<file path="config.mk">
export PLATFORM = sky130hd
export DESIGN_NAME = grade_scroller_flat
export DESIGN_NICKNAME = d
export VERILOG_FILES = /design/src/rtl/grade_scroller_pkg.sv /design/src/rtl/grade_scroller_if.sv /design/src/rtl/grade_scroller_seg_enc.sv /design/src/rtl/grade_scroller.sv /design/src/flat_wrapper.sv
export SDC_FILE = /design/constraint.sdc
export NUM_CORES = 1
export LEC_CHECK = 0
export ABC_AREA = 1
export CELL_PAD_IN_SITES_DETAIL_PLACEMENT = 0
export CELL_PAD_IN_SITES_GLOBAL_PLACEMENT = 1
export CORE_ASPECT_RATIO = 0.7
export CORE_MARGIN = 4
export CORE_UTILIZATION = 47
export CTS_BUF_LIST = sky130_fd_sc_hd__clkbuf_4
export DETAILED_ROUTE_END_ITERATION = 8
export PLACE_DENSITY_LB_ADDON = 0.1
export SYNTH_ARGS = -nofsm -noshare
export SYNTH_HDL_FRONTEND = slang
export SYNTH_SLANG_ARGS = --single-unit
export TNS_END_PERCENT = 100
</file>
<file path="constraint.sdc">
create_clock -name clk_2 -period 5.2 [get_ports clk_2]
set_input_delay 0.52 -clock clk_2 [delete_from_list [all_inputs] [get_ports clk_2]]
set_output_delay 0.52 -clock clk_2 [all_outputs]
set_load 0.02 [all_outputs]
</file>
<file path="src/rtl/grade_scroller_pkg.sv">
// Shared types and seven-segment constants for the grade scroller.
// Segment order is {g,f,e,d,c,b,a}; the dash carries dp in bit 7.
package grade_disp_pkg;

  typedef enum logic [1:0] {IDLE, SHOW_GRADE, SHOW_STATUS} state_t;

  typedef enum logic [1:0] {
    MODE_GRADE  = 2'b00,
    MODE_STATUS = 2'b01,
    MODE_ALT    = 2'b10
  } mode_t;

  localparam logic [6:0] SEG_0 = 7'b0111111;
  localparam logic [6:0] SEG_1 = 7'b0000110;
  localparam logic [6:0] SEG_2 = 7'b1011011;
  localparam logic [6:0] SEG_3 = 7'b1001111;
  localparam logic [6:0] SEG_4 = 7'b1100110;
  localparam logic [6:0] SEG_5 = 7'b1101101;
  localparam logic [6:0] SEG_6 = 7'b1111101;
  localparam logic [6:0] SEG_7 = 7'b0000111;
  localparam logic [6:0] SEG_8 = 7'b1111111;
  localparam logic [6:0] SEG_9 = 7'b1101111;
  localparam logic [6:0] SEG_D = 7'b1011110;
  localparam logic [6:0] SEG_P = 7'b1110011;
  localparam logic [6:0] SEG_F = 7'b1110001;
  localparam logic [6:0] SEG_A = 7'b1110111;
  localparam logic [6:0] SEG_I = 7'b0000110;
  localparam logic [7:0] SEG_DASH = 8'b0100_0000;

  function automatic logic [6:0] digit_seg(input logic [3:0] d);
    case (d)
      4'd0:    return SEG_0;
      4'd1:    return SEG_1;
      4'd2:    return SEG_2;
      4'd3:    return SEG_3;
      4'd4:    return SEG_4;
      4'd5:    return SEG_5;
      4'd6:    return SEG_6;
      4'd7:    return SEG_7;
      4'd8:    return SEG_8;
      4'd9:    return SEG_9;
      default: return SEG_I;
    endcase
  endfunction

  // Encoding 2'b11 is not a mode of its own; it behaves as grade-only.
  function automatic mode_t decode_mode(input logic [1:0] m);
    case (m)
      2'b01:   return MODE_STATUS;
      2'b10:   return MODE_ALT;
      default: return MODE_GRADE;
    endcase
  endfunction

endpackage

</file>
<file path="src/rtl/grade_scroller_if.sv">
// Write/control and display bus of the grade scroller.
// master: switch/strobe logic; slave: grade_scroller.
interface grade_scroller_if #(
  parameter int NGRADES     = 4,
  parameter int NBITS_GRADE = 4
);
  logic                         wr_en;
  logic [NBITS_GRADE-1:0]       wr_data;
  logic                         clear;
  logic [1:0]                   mode;
  logic [7:0]                   seg;
  logic [$clog2(NGRADES)-1:0]   idx;
  logic [$clog2(NGRADES):0]     count;
  logic                         full;
  logic                         empty;
  logic                         ovf;

  modport master (
    output wr_en, wr_data, clear, mode,
    input  seg, idx, count, full, empty, ovf
  );

  modport slave (
    input  wr_en, wr_data, clear, mode,
    output seg, idx, count, full, empty, ovf
  );
endinterface

</file>
<file path="src/rtl/grade_scroller_seg_enc.sv">
// Combinational grade -> seven-segment encoder (digit or status letter).
// Grades above MAX_GRADE show "I" in either view.
module grade_seg_enc
  import grade_disp_pkg::*;
#(
  parameter int NBITS_GRADE = 4,
  parameter int MAX_GRADE   = 10
) (
  input  logic [NBITS_GRADE-1:0] grade,
  input  logic                   show_status,
  output logic [6:0]             seg7
);

  logic [7:0] g;
  assign g = 8'(grade);

  // Select digit/letter pattern for the current grade
  always_comb begin
    seg7 = SEG_I;
    if (g > 8'(MAX_GRADE)) begin
      seg7 = SEG_I;
    end else if (show_status) begin
      if (g < 8'd4)      seg7 = SEG_P;
      else if (g < 8'd7) seg7 = SEG_F;
      else               seg7 = SEG_A;
    end else if (g <= 8'd9) begin
      seg7 = digit_seg(g[3:0]);
    end else if (g == 8'd10) begin
      seg7 = SEG_D;
    end
  end

endmodule

</file>
<file path="src/rtl/grade_scroller.sv">
// Grade buffer plus scanning display FSM driving one seven-segment digit.
// Optional macro GRADE_SCROLLER_DP_MARK_EN: lights dp while entry 0 is shown.
module grade_scroller
  import grade_disp_pkg::*;
#(
  parameter int NGRADES     = 4,
  parameter int NBITS_GRADE = 4,
  parameter int DWELL       = 5,
  parameter int MAX_GRADE   = 10
) (
  input logic             clk_2,
  input logic             reset,
  grade_scroller_if.slave bus
);

  localparam int IW = $clog2(NGRADES);
  localparam int CW = IW + 1;
  localparam int DW = (DWELL > 1) ? $clog2(DWELL) : 1;

  logic [NBITS_GRADE-1:0] grade_buf [NGRADES];
  state_t                 state_q, state_d;
  logic [IW-1:0]          idx_q, idx_d;
  logic [DW-1:0]          dwell_q, dwell_d;
  logic [CW-1:0]          count_q;
  logic [CW-1:0]          idx_inc;
  logic                   ovf_q;
  logic                   full;
  logic                   dp;
  logic [6:0]             seg7;
  logic [7:0]             seg_q, seg_d;
  mode_t                  md;

  assign full    = (count_q == CW'(NGRADES));
  assign md      = decode_mode(bus.mode);
  assign idx_inc = CW'(idx_q) + CW'(1);

  // Buffer storage; contents after reset/clear are don't-care
  always_ff @(posedge clk_2) begin
    if (bus.wr_en && !bus.clear && !full)
      grade_buf[count_q[IW-1:0]] <= bus.wr_data;
  end

  // Fill level and sticky overflow; clear takes priority over a write
  always_ff @(posedge clk_2 or posedge reset) begin
    if (reset) begin
      count_q <= '0;
      ovf_q   <= 1'b0;
    end else if (bus.clear) begin
      count_q <= '0;
      ovf_q   <= 1'b0;
    end else if (bus.wr_en) begin
      if (full) ovf_q   <= 1'b1;
      else      count_q <= count_q + CW'(1);
    end
  end

  // FSM state, scan index and dwell counter registers
  always_ff @(posedge clk_2 or posedge reset) begin
    if (reset) begin
      state_q <= IDLE;
      idx_q   <= '0;
      dwell_q <= '0;
    end else begin
      state_q <= state_d;
      idx_q   <= idx_d;
      dwell_q <= dwell_d;
    end
  end

  // Next state: mode is only consulted when a dwell completes
  always_comb begin
    state_d = state_q;
    idx_d   = idx_q;
    dwell_d = dwell_q;
    case (state_q)
      IDLE: begin
        if (count_q != '0) begin
          state_d = (md == MODE_STATUS) ? SHOW_STATUS : SHOW_GRADE;
          idx_d   = '0;
          dwell_d = '0;
        end
      end
      SHOW_GRADE, SHOW_STATUS: begin
        if (dwell_q == DW'(DWELL - 1)) begin
          dwell_d = '0;
          if (md == MODE_ALT && state_q == SHOW_GRADE) begin
            state_d = SHOW_STATUS;
          end else begin
            idx_d   = (idx_inc == count_q) ? '0 : idx_inc[IW-1:0];
            state_d = (md == MODE_STATUS) ? SHOW_STATUS : SHOW_GRADE;
          end
        end else begin
          dwell_d = dwell_q + DW'(1);
        end
      end
      default: begin
        state_d = IDLE;
        idx_d   = '0;
        dwell_d = '0;
      end
    endcase
    if (bus.clear) begin
      state_d = IDLE;
      idx_d   = '0;
      dwell_d = '0;
    end
  end

  grade_seg_enc #(
    .NBITS_GRADE (NBITS_GRADE),
    .MAX_GRADE   (MAX_GRADE)
  ) u_enc (
    .grade       (grade_buf[idx_q]),
    .show_status (state_q == SHOW_STATUS),
    .seg7        (seg7)
  );

`ifdef GRADE_SCROLLER_DP_MARK_EN
  assign dp = (idx_q == '0);
`else
  assign dp = 1'b0;
`endif

  assign seg_d = (state_q == IDLE) ? SEG_DASH : {dp, seg7};

  // Output register: seg reflects the (state, idx) of the previous cycle
  always_ff @(posedge clk_2 or posedge reset) begin
    if (reset)          seg_q <= SEG_DASH;
    else if (bus.clear) seg_q <= SEG_DASH;
    else                seg_q <= seg_d;
  end

  assign bus.seg   = seg_q;
  assign bus.idx   = idx_q;
  assign bus.count = count_q;
  assign bus.full  = full;
  assign bus.empty = (count_q == '0);
  assign bus.ovf   = ovf_q;

endmodule

</file>
<file path="src/flat_wrapper.sv">
// flat-port wrapper written by rule: the top's interface ports become plain ports
module grade_scroller_flat import grade_disp_pkg::*;
#(
  parameter int NGRADES     = 4,
  parameter int NBITS_GRADE = 4,
  parameter int DWELL       = 5,
  parameter int MAX_GRADE   = 10
)
  (clk_2, reset, bus_wr_en, bus_wr_data, bus_clear, bus_mode, bus_seg, bus_idx, bus_count, bus_full, bus_empty, bus_ovf);
  grade_scroller_if #(.NGRADES(NGRADES), .NBITS_GRADE(NBITS_GRADE)) bus_i ();
  input logic clk_2;
  input logic reset;
  input wire logic [$bits(bus_i.wr_en)-1:0] bus_wr_en;
  input wire logic [$bits(bus_i.wr_data)-1:0] bus_wr_data;
  input wire logic [$bits(bus_i.clear)-1:0] bus_clear;
  input wire logic [$bits(bus_i.mode)-1:0] bus_mode;
  output wire logic [$bits(bus_i.seg)-1:0] bus_seg;
  output wire logic [$bits(bus_i.idx)-1:0] bus_idx;
  output wire logic [$bits(bus_i.count)-1:0] bus_count;
  output wire logic [$bits(bus_i.full)-1:0] bus_full;
  output wire logic [$bits(bus_i.empty)-1:0] bus_empty;
  output wire logic [$bits(bus_i.ovf)-1:0] bus_ovf;
  assign bus_i.wr_en = bus_wr_en;
  assign bus_i.wr_data = bus_wr_data;
  assign bus_i.clear = bus_clear;
  assign bus_i.mode = bus_mode;
  assign bus_seg = bus_i.seg;
  assign bus_idx = bus_i.idx;
  assign bus_count = bus_i.count;
  assign bus_full = bus_i.full;
  assign bus_empty = bus_i.empty;
  assign bus_ovf = bus_i.ovf;
  grade_scroller #(.NGRADES(NGRADES), .NBITS_GRADE(NBITS_GRADE), .DWELL(DWELL), .MAX_GRADE(MAX_GRADE)) u_core (.clk_2(clk_2), .reset(reset), .bus(bus_i));
endmodule
</file>
==> impl_summary.md, run 1 <==
Clocking
The count of hold buffers inserted by post-cts repair is 0. The clock tree from TritonCTS is done. The maximum clock insertion buffer count is 2. The number of H-tree branching levels is 2.

The root buffer cell is sky130_fd_sc_hd__clkbuf_4. The clock sink total is 34. In this run, post-CTS repair resized a total of 0 instances. Clock-pin slew was measured on the worst setup and hold paths at 0.11 ns. The worst-skew pair later-pin latency is around 0.34 ns. The buffers inserted during post-CTS setup optimization is 0. In this run, CTS created clock tree buffers numbering 5.

Global routing
The initial antenna violation count is 0. The number of global-route vias before repair is 1475. The global-route usage over all layers is 17.9%.

The pin count of the biggest net entering global routing is 19. The wire length of the first global-routing pass is 7060 um. The final global-route overflow total is 0.

Run status
The flow ran to the end, and the final reports show no timing, DRC or antenna violations.

Critical path
The depth of the most critical reg-to-reg path is 12. Data on the critical path is required at its endpoint by 4.68 ns. The kind of critical path is flip-flop to primary output. The maximum fanout count along the critical path is 7. The signal arrival time at the worst endpoint is 1.97 ns. STA classifies the critical path startpoint as a flip-flop. The worst setup path is captured at a primary output.

Synth
The post-synthesis sequential area ratio is between 40% and 50%. After synthesis, the mean cell area works out to 9.11 um2. The async set or reset register ratio after synthesis is 52.9%. The count of yosys warnings during synthesis is 0.

The cell area that synthesis handed to floorplanning was 1950 um2. The area share of the largest cell type after synthesis is 24.6%. By count the netlist is led by sky130_fd_sc_hd__nand2_1, sky130_fd_sc_hd__inv_1, sky130_fd_sc_hd__dfrtp_1, sky130_fd_sc_hd__ha_1, sky130_fd_sc_hd__edfxtp_1. After technology mapping, the gate count stands at 214.

Among all flip-flop cells after synthesis, the most frequent one is sky130_fd_sc_hd__dfrtp_1. The synthesized design contains 34 register bits. By area the synthesized netlist is led by sky130_fd_sc_hd__edfxtp_1, sky130_fd_sc_hd__dfrtp_1, sky130_fd_sc_hd__ha_1.

The most instantiated library cell after synthesis is sky130_fd_sc_hd__nand2_1. The synthesized design contains 16 enable-type register cells. The number of nets in the synthesized netlist is roughly 240. Of all cell types, the one taking the most synthesized area is sky130_fd_sc_hd__edfxtp_1. In this run, distinct cell masters in the synthesized netlist total 31.

Floorplanning
Once the floorplan was initialized, standard cells occupied approximately half of the core. The die is 85.0 um wide. After floorplanning, the core was divided into 19 placement rows.

The count of pins on the block boundary is 26. The core region is 3970 um2. The overall die height is 61.9 um. The die covers about 5300 um2.

Timing
The final-report max-slew violation count is 0. On the final layout, the worst hold slack is 0.535 ns. In the post-route analysis, the smallest setup slack over all paths is around 2.7 ns. Setup repair after global routing left no endpoint under its margin.

The pin slew with the least headroom to its limit is 0.692 ns. The final critical path takes up 48.0% of the cycle. The final setup TNS is 0 ns. The setup violation total in the final timing report is 0. The final critical path time including I/O delays and setup is ~2.5 ns. The maximum achievable frequency is about 400 MHz. The clock tree skew after final layout is 0.00743 ns. The total count of hold-check failures in the final report is 0. The worst pin sits at a relative slew slack of 53.8%.

Pwr
The power after layout is roughly 1.0 mW. The power per cell area is around 450 nW/um2. The analysis attributes to cell leakage a power of 1.06 nW.

The maximum ir drop on the vdd rail is 0.233 mV.

Cells and area
Cells with a size suffix above 1 make up roughly 14% of the layout. For this run, the share of the core covered by cells in the final layout is around three fifths. The number of filler instances in the final layout is 344. The layout net count is 270.

The relative area change from synthesis to final layout is 18.7%. 0 antenna diodes ended up in the layout.

Run
Max-cap violations in this run came to 0.

Min path
Along the worst hold path, the cell count comes to 2. In this run the worst hold path is classified as flip-flop to flip-flop.

Placed design
Routability-driven placement finished with a final weighted congestion of about 0.9. The total of buffers placed on input and output ports is 24. The worst setup slack before clock tree synthesis is 2.98 ns. The post-detailed-placement half-perimeter wirelength is 3190 um.

Routing
The residual DRC count is 0. The total via count in the routed design is 1542. In the final routed layout, each cell accounts on average for 13.9 um.

The number of vias per cell after detailed routing is 5.21. The final layout contains routed wiring with a total length of 4120 um. The first routing iteration left 69 violations.

The number of optimization iterations in the first detailed-route pass is 4. The count of nets left with antenna violations once routing finished came out at 0.
stage by stage:
| stage | cell area, um2 | cells |
|---|---|---|
| global route | 2310 | 296 |
| finish | 2310 | 296 |
| floorplan | 1950 | 214 |
| CTS | 2310 | 296 |
| detailed placement | 2240 | 288 |
| global placement | 2240 | 288 |
critical path, stage by stage, from the launching register on:
cell and delay (ns):
sky130_fd_sc_hd__dfrtp_1 0.48, sky130_fd_sc_hd__inv_1 0.12, sky130_fd_sc_hd__ha_1 0.17, sky130_fd_sc_hd__inv_1 0.07
sky130_fd_sc_hd__nor2_1 0.16, sky130_fd_sc_hd__clkdlybuf4s50_1 0.64
path summary, 6_finish.rpt:
path                                      from                 to  slack [ns]
hold / removal                  u_core.bus.ovf     u_core.bus.ovf        0.54
hold reg to reg                 u_core.bus.ovf     u_core.bus.ovf        0.54
setup reg to reg             u_core.bus.idx[0]  u_core.bus.seg[3]        3.07
max in group asynchronous                reset  u_core.bus.seg[5]        4.19
min in group asynchronous                reset  u_core.dwell_q[1]        0.57
setup / recovery           u_core.bus.count[0]          bus_empty        2.71
state kept, by name, summed over array words and instances (netlist names):
signal	cells
u_core.bus.idx	2
u_core.bus.ovf	1
u_core.state_q	2
u_core.grade_buf	16
u_core.bus.seg	7
u_core.dwell_q	3
u_core.bus.count	3
placed cells by master, fill, tap and decap left out, types with 3 or more instances in the layout:
cell,count
sky130_fd_sc_hd__a21oi_1,7
sky130_fd_sc_hd__clkbuf_4,5
sky130_fd_sc_hd__clkdlybuf4s50_1,24
sky130_fd_sc_hd__dfrtp_1,17
sky130_fd_sc_hd__edfxtp_1,16
sky130_fd_sc_hd__ha_1,17
sky130_fd_sc_hd__inv_1,28
sky130_fd_sc_hd__inv_2,7
sky130_fd_sc_hd__nand2_1,48
sky130_fd_sc_hd__nand2_2,3
sky130_fd_sc_hd__nand2_4,4
sky130_fd_sc_hd__nand3_1,15
sky130_fd_sc_hd__nand3_2,7
sky130_fd_sc_hd__nor2_1,12
sky130_fd_sc_hd__o21ai_0,8
sky130_fd_sc_hd__o21ai_1,3
sky130_fd_sc_hd__o22ai_1,3
cells by family after synthesis:
| kind of cell | synth area share (%) |
|---|---|
| simple gates | 24.6 |
| buf+inv | 7.89 |
| flops | 47.8 |
| compound gates | 7.19 |
| fa+ha+maj | 10.9 |
| xor+xnor | 1.35 |
| other cells | 0.192 |
layer usage:
metal	global-route usage (%)	vias to the layer above	routed length, um
li1	-	753	-
met1	24.9	738	2120
met2	26.5	46	1770
met3	5.40	5	171
met4	7.22	0	60
met5	0	-	0
area by class of cell:
class,instances,area (um2),share of cell area [%]
inverters,36,135,5.84
flip-flops and latches,34,932,40.3
multi-input cells,142,863,37.3
clock inverters,3,40.0,1.73
repair buffers,24,240,10.4
clock buffers,5,37.5,1.62
well taps,52,65.1,2.81
where the power goes:
group,internal [mW],switching (mW)
logic,0.182,0.320
registers,0.318,0.0350
clock network,0.0995,0.0920
total,0.600,0.447
Power figures use the tool's default switching activity.
==> run 2, diff against run 1 <==
- CORE_UTILIZATION: 47 -> 39
- clock period: 5.2 -> 2.1 ns (I/O delays scaled with it)
==> run 2 against run 1 <==
Register-to-register slack got worse by 2.8 ns. Non-clock buffer count increased by 7. Flip-flop and latch count unchanged. Combinational power increased to 2.5 times the previous value. Critical path type unchanged. Largest cell class unchanged. Largest power group unchanged.
==> impl_summary.md, run 2 (synthesis results as in run 1) <==
Clocking
The clock-pin slew on the worst setup and hold paths is 0.11 ns (about the same). The count of hold buffers inserted by post-cts repair is 0 (unchanged). The maximum clock insertion buffer count is 2 (unchanged).

The worst-skew pair later-pin latency was 0.34 ns (about the same). The root buffer cell is sky130_fd_sc_hd__clkbuf_4 (unchanged). The TritonCTS buffer count came to 5 (unchanged). The clock sink total came to 34 (unchanged).

The clock tree from TritonCTS is done (unchanged). The number of H-tree branching levels is 2 (unchanged).

Placed design
The post-detailed-placement half-perimeter wirelength is 2880 um (was 3190 um). The placer's final routability congestion estimate is 0.748 (was 0.876). The instance area at placement is 2310 um2 (was 2240 um2).

The total of buffers placed on input and output ports was 24 (unchanged).

Pwr
The power after layout is 2.59 mW (was 1.05 mW). The power per cell area was 1080 nW/um2 (was 453 nW/um2). The cell leakage power is 1.09 nW (was 1.06 nW). The maximum ir drop on the vdd rail was 0.335 mV (was 0.233 mV).

Global routing
The global-route usage over all layers came to 13.8% (was 17.9%). The pin count of the biggest net entering global routing is 19 (unchanged). The wire length of the first global-routing pass is 6640 um (was 7060 um). The initial antenna violation count is 0 (unchanged). The final global-route overflow total came to 0 (unchanged). The number of global-route vias before repair is 1452 (was 1475).

Critical path
The required time of the worst setup path is 1.89 ns (was 4.68 ns). The register-to-register path setup slack was 0.25 ns (was 3.07 ns). The startpoint kind of the worst setup timing path is a flip-flop (unchanged). The reg-to-reg startpoint is u_core.bus.idx[1] (was u_core.bus.idx[0]). The first element of the critical path is u_core.bus.count[1] (was u_core.bus.count[0]). The maximum fanout count along the critical path is 6 (was 7).

The signal arrival time at the worst endpoint is 1.65 ns (was 1.97 ns). The depth of the most critical reg-to-reg path is 11 (was 12). The kind of critical path is flip-flop to primary output (unchanged). The end point of the critical path was bus_empty (unchanged). The critical path capture point type is a primary output (unchanged). The reg-to-reg endpoint is u_core.bus.seg[3] (unchanged).

Routing
The detailed-route wire length per cell is 11.5 um (was 13.9 um). The total via count in the routed design was 1439 (was 1542). The starting DRC count in detailed routing is 86 (was 69). The total wirelength of the detailed-routed design was 3690 um (was 4120 um). The residual antenna-violating net count after detailed routing came to 0 (unchanged).

The residual DRC count is 0 (unchanged). The number of optimization iterations in the first detailed-route pass is 4 (unchanged). The number of vias per cell after detailed routing was 4.50 (was 5.21).

Floorplanning
The count of pins on the block boundary is 26 (unchanged). The overall die height was 67.2 um (was 61.9 um). The area of the core is 4810 um2 (was 3970 um2). The floorplan die width is 92.5 um (was 85.0 um). The effective utilization at floorplan came to 40.5% (was 49.1%). The count of standard-cell rows is 21 (was 19). The die footprint came to 6210 um2 (was 5260 um2).

Min path
The class of the tightest hold or removal check is input port to async pin (was flip-flop to flip-flop).

Timing
The final-report max-slew violation count is 0 (unchanged). The maximum achievable frequency is 537 MHz. The clock tree skew after final layout is 0.00483 ns (was 0.00743 ns). The final setup TNS came to 0 ns (unchanged). For the finished layout, the period the worst path requires is ~1.9 ns. The total count of hold-check failures in the final report came to 0 (unchanged). Unrepaired setup endpoints after global routing: false (unchanged).

The fraction of the cycle the final worst path needs is 88.7%. The setup violation total in the final timing report came to 0 (unchanged). The worst hold slack is 0.171 ns (was 0.535 ns).

Cells and area
The area of all placed cells without fillers was 2390 um2 (was 2310 um2). The number of filler instances in the final layout is 460 (was 344). The fraction of final layout cells sized beyond drive strength 1 is 16.7% (was 13.5%). Most used cells in the layout excluding fill and tap cells: sky130_fd_sc_hd__nand2_1, sky130_fd_sc_hd__inv_1, sky130_fd_sc_hd__clkdlybuf4s50_1 (unchanged).

The flip-flop count of the largest register, all copies and words added is 16 (unchanged). The layout net count was 277 (was 270). The antenna diode instance count is 0 (unchanged). The relative area change from synthesis to final layout is 22.7% (was 18.7%). The most common cell after layout, fill and taps aside is sky130_fd_sc_hd__nand2_1 (unchanged).

Run
The number of maximum-capacitance constraint violations is 0 (unchanged).

Run status
Run status: finished clean (unchanged).
[run 2: cell count changes in the layout (fill, tap and decap cells not counted)]
cell | before | now
sky130_fd_sc_hd__buf_4 | 0 | 7
sky130_fd_sc_hd__clkdlybuf4s50_1 | 24 | 22
sky130_fd_sc_hd__clkinv_2 | 2 | 0
sky130_fd_sc_hd__clkinvlp_4 | 0 | 2
sky130_fd_sc_hd__dfrtp_1 | 17 | 15
sky130_fd_sc_hd__dfrtp_2 | 0 | 2
sky130_fd_sc_hd__dlygate4sd2_1 | 0 | 2
[run 2: worst min path at each step]
stage | start | end | slack (ns) | depth (start not counted)
after detailed placement | u_core.bus.ovf | u_core.bus.ovf | 0.51 | 2
after global placement | u_core.bus.ovf | u_core.bus.ovf | 0.52 | 2
final | reset | u_core.bus.seg[2] | 0.17 | 3
after global routing | reset | u_core.bus.seg[4] | 0.18 | 3
after CTS | reset | u_core.bus.seg[2] | 0.17 | 3
after floorplan | reset | u_core.bus.count[0] | 0.15 | 1
[run 2: layout make-up]
class | count | area (um2) | share of cell area, %
repair buffers | 31 | 290 | 12.1
well taps | 69 | 86.3 | 3.61
flip-flops and latches | 34 | 935 | 39.1
inverters | 36 | 135 | 5.65
clock inverters | 3 | 45.0 | 1.88
multi-input cells | 142 | 863 | 36.1
clock buffers | 5 | 37.5 | 1.57
[run 2: report_power, final]
| part | total (mW) | switching [mW] | internal (mW) |
|---|---|---|---|
| registers | 0.850 | 0.0603 | 0.790 |
| clock network | 0.483 | 0.234 | 0.250 |
| logic | 1.26 | 0.793 | 0.468 |
[run 2: per-layer routing]
| layer | track usage, % | part of all wire (%) | vias to the layer above | wire length [um] |
|---|---|---|---|---|
| met3 | 4.01 | 4.7 | 6 | 173 |
| li1 | - | - | 767 | - |
| met4 | 5.37 | 1.3 | 0 | 49 |
| met2 | 20.8 | 42 | 25 | 1560 |
| met5 | 0 | 0 | - | 0 |
| met1 | 18.8 | 52 | 641 | 1910 |
[run 2: critical path: stages (launching register included)]
cell and delay, ns:
sky130_fd_sc_hd__dfrtp_1 0.47, sky130_fd_sc_hd__inv_1 0.11, sky130_fd_sc_hd__ha_1 0.17, sky130_fd_sc_hd__inv_1 0.07
sky130_fd_sc_hd__nor2_1 0.14, sky130_fd_sc_hd__dlygate4sd2_1 0.36
[run 2: repair_timing]
item                                    in CTS  in global routing
buffers inserted                             0                  0
endpoints found under the setup margin       2                  1
resized for setup                            2                  2
[run 2: per-stage QoR]
stage / utilization, % / instances / setup WS [ns]
6_report: 49.8 / 320 / 0.238
5_1_grt: 49.8 / 320 / 0.0459
4_1_cts: 49.7 / 320 / 0.189
3_5_place_dp: 48.0 / 312 / 0.209
3_3_place_gp: 48.0 / 312 / 0.249
2_1_floorplan: - / 214 / 0.292
==> run 3, diff against run 2 <==
- CORE_UTILIZATION: 39 -> 45
- DONT_BUFFER_PORTS: default -> 1
==> run 3 against run 2 <==
Count of clock-buffer cells in the layout grew 3. Clock power is 18% lower. Utilization up 4.0 points. First-iteration DRC count is 17% lower. Clock skew up 0.0054 ns. Via count increased by 2.6%. Total power is 6.2% lower. Combinational power is 10% lower. Sequential share of layout area up 3.9 points. Maximum frequency shrank 3.7%. Critical path type is now flip-flop to flip-flop. Largest cell class unchanged.
==> impl_summary.md, run 3 (synthesis results as in run 1) <==
Run status
Run status: finished clean (unchanged).

Floorplanning
The floorplan die width is 86.7 um (was 92.5 um). The die footprint is 5470 um2 (was 6210 um2). The count of standard-cell rows is 19 (was 21). The effective utilization at floorplan was 48.2% (was 40.5%). The overall die height is 63.1 um (was 67.2 um). The area of the core is 4040 um2 (was 4810 um2). The count of pins on the block boundary is 26 (unchanged).

Cells and area
Most used cells in the layout excluding fill and tap cells: sky130_fd_sc_hd__nand2_1, sky130_fd_sc_hd__inv_1, sky130_fd_sc_hd__ha_1 (was sky130_fd_sc_hd__nand2_1, sky130_fd_sc_hd__inv_1, sky130_fd_sc_hd__clkdlybuf4s50_1). The antenna diode instance count is 0 (unchanged). The relative area change from synthesis to final layout came to 11.4% (was 22.7%). The layout net count came to 259 (was 277). The area of all placed cells without fillers is 2170 um2 (was 2390 um2).

The number of filler instances in the final layout came to 392 (was 460). The non-filler instance count after layout is 285 (was 320). The area occupied by multi-input gates is 863 um2 (unchanged). The flip-flop count of the largest register, all copies and words added is 16 (unchanged).

The sequential cell area in the final layout came to 933 um2 (was 935 um2). The fraction of final layout cells sized beyond drive strength 1 came to 17.2% (was 16.7%). The most common cell after layout, fill and taps aside is sky130_fd_sc_hd__nand2_1 (unchanged).

Routing
The starting DRC count in detailed routing is 71 (was 86). The number of optimization iterations in the first detailed-route pass came to 4 (unchanged). The residual antenna-violating net count after detailed routing came to 0 (unchanged). The total wirelength of the detailed-routed design is 4040 um (was 3690 um). The total via count in the routed design is 1476 (was 1439). The residual DRC count was 0 (unchanged). The number of vias per cell after detailed routing is 5.18 (was 4.50).

The detailed-route wire length per cell is 14.2 um (was 11.5 um).

Timing
Unrepaired setup endpoints after global routing: false (unchanged). The setup violation total in the final timing report came to 0 (unchanged). The final-report max-slew violation count was 0 (unchanged). The final worst-path setup slack is 0.167 ns (was 0.238 ns). The maximum achievable frequency came to 517 MHz (was 537 MHz). For the pin with the worst max-slew slack, the measured transition is 0.727 ns.

The final setup TNS is 0 ns (unchanged). The total count of hold-check failures in the final report is 0 (unchanged). The fraction of the cycle the final worst path needs came to 92.0% (was 88.7%). The clock tree skew after final layout is 0.0102 ns (was 0.00483 ns). The final critical path time including I/O delays and setup was 1.93 ns (was 1.86 ns). Measured against its own limit, the worst slew margin works out to 51.5%.

Global routing
The pin count of the biggest net entering global routing is 19 (unchanged). The wire length of the first global-routing pass is 6660 um (was 6640 um). The number of global-route vias before repair was 1469 (was 1452). The initial antenna violation count is 0 (unchanged). The final global-route overflow total is 0 (unchanged). The global-route usage over all layers is 15.9% (was 13.8%).

Clocking
The clock sink total is 34 (unchanged). The root buffer cell is sky130_fd_sc_hd__clkbuf_4 (unchanged). The clock-pin slew on the worst setup and hold paths is 0.11 ns (about the same). The worst-skew pair later-pin latency is 0.34 ns (about the same). The number of H-tree branching levels is 2 (unchanged). The maximum clock insertion buffer count is 2 (unchanged).

The TritonCTS buffer count is 5 (unchanged). The clock tree from TritonCTS is done (unchanged). The buffers inserted during post-CTS setup optimization is 0 (unchanged).

Pwr
The maximum ir drop on the vdd rail was 0.509 mV (was 0.335 mV). The cell leakage power came to 1.03 nW (was 1.09 nW). The power per cell area is 1120 nW/um2 (was 1080 nW/um2). The power after layout is 2.43 mW (was 2.59 mW).

Critical path
The startpoint kind of the worst setup timing path is a flip-flop (unchanged). The required time of the worst setup path was 2.34 ns (was 1.89 ns). The critical path capture point type is a flip-flop (was primary output). The depth of the most critical reg-to-reg path is 11 (unchanged).

The maximum fanout count along the critical path is 5 (was 6). The kind of critical path was flip-flop to flip-flop (was flip-flop to primary output). The signal arrival time at the worst endpoint was 2.18 ns (was 1.65 ns). The register-to-register path setup slack is 0.17 ns (was 0.25 ns).

Placed design
The instance area at placement is 2040 um2 (was 2310 um2). The placer's final routability congestion estimate is 0.775 (was 0.748). The total of buffers placed on input and output ports was 0 (was 24). The worst setup slack before clock tree synthesis is 0.132 ns (was 0.209 ns). The post-detailed-placement half-perimeter wirelength is 3070 um (was 2880 um). The cell total after placement is 270 (was 312).

Run
The number of maximum-capacitance constraint violations is 0 (unchanged).

Min path
The number of cells on the worst hold path is 3. The class of the tightest hold or removal check was input port to flip-flop (was input port to async pin).
## run 3: repair_timing
action	CTS	global route
hold buffers	7	0
endpoints found under the setup margin	0	3
gates resized for setup	0	1
endpoints found under the hold margin	35	0
## run 3: power by group
group | internal (mW) | total (mW) | switching, mW
Sequential | 0.791 | 0.904 | 0.114
Clock | 0.172 | 0.395 | 0.223
Combinational | 0.376 | 1.13 | 0.758
Total | 1.34 | 2.43 | 1.09
## run 3: final cells by class
class | count | area share [%]
Sequential cell | 34 | 43.0
Tap cell | 52 | 3.00
Clock buffer | 8 | 2.76
Multi-Input combinational cell | 142 | 39.7
Inverter | 36 | 6.22
Timing Repair Buffer | 13 | 5.30
## run 3: path summary, 6_finish.rpt
kind	startpoint	endpoint
setup reg to reg	u_core.bus.idx[1]	u_core.bus.seg[3]
max in group asynchronous	reset	u_core.bus.idx[0]
setup / recovery	u_core.bus.idx[1]	u_core.bus.seg[3]
hold reg to reg	u_core.dwell_q[1]	u_core.dwell_q[1]
hold / removal	bus_clear	u_core.state_q[1]
min in group asynchronous	reset	u_core.bus.seg[2]
## run 3: per-stage QoR
| step | util, % | hold WS, ns |
|---|---|---|
| floorplan | - | 0.148 |
| finish | 53.7 | 0.0714 |
| global route | 53.7 | 0.0692 |
| CTS | 53.7 | 0.0550 |
| global placement | 50.5 | 0.247 |
| detailed placement | 50.5 | 0.265 |
## run 3: worst max-delay path, cell delays in order, from the launching register on
cell                       delay, ns
sky130_fd_sc_hd__dfrtp_1        0.48
sky130_fd_sc_hd__inv_2          0.17
sky130_fd_sc_hd__nand3_1        0.10
sky130_fd_sc_hd__nand2_1        0.18
sky130_fd_sc_hd__inv_1          0.11
sky130_fd_sc_hd__ha_1           0.20
sky130_fd_sc_hd__nor2_1         0.13
sky130_fd_sc_hd__inv_1          0.06
sky130_fd_sc_hd__nand2_1        0.09
sky130_fd_sc_hd__o21ai_1        0.09
sky130_fd_sc_hd__a21boi_1       0.17
sky130_fd_sc_hd__nor2_2         0.06
## run 3: metal layers
metal	track usage, %	part of all wire (%)
met1	19.3	46
met3	4.43	5.2
met2	26.3	48
met5	0	0
met4	6.81	1.4
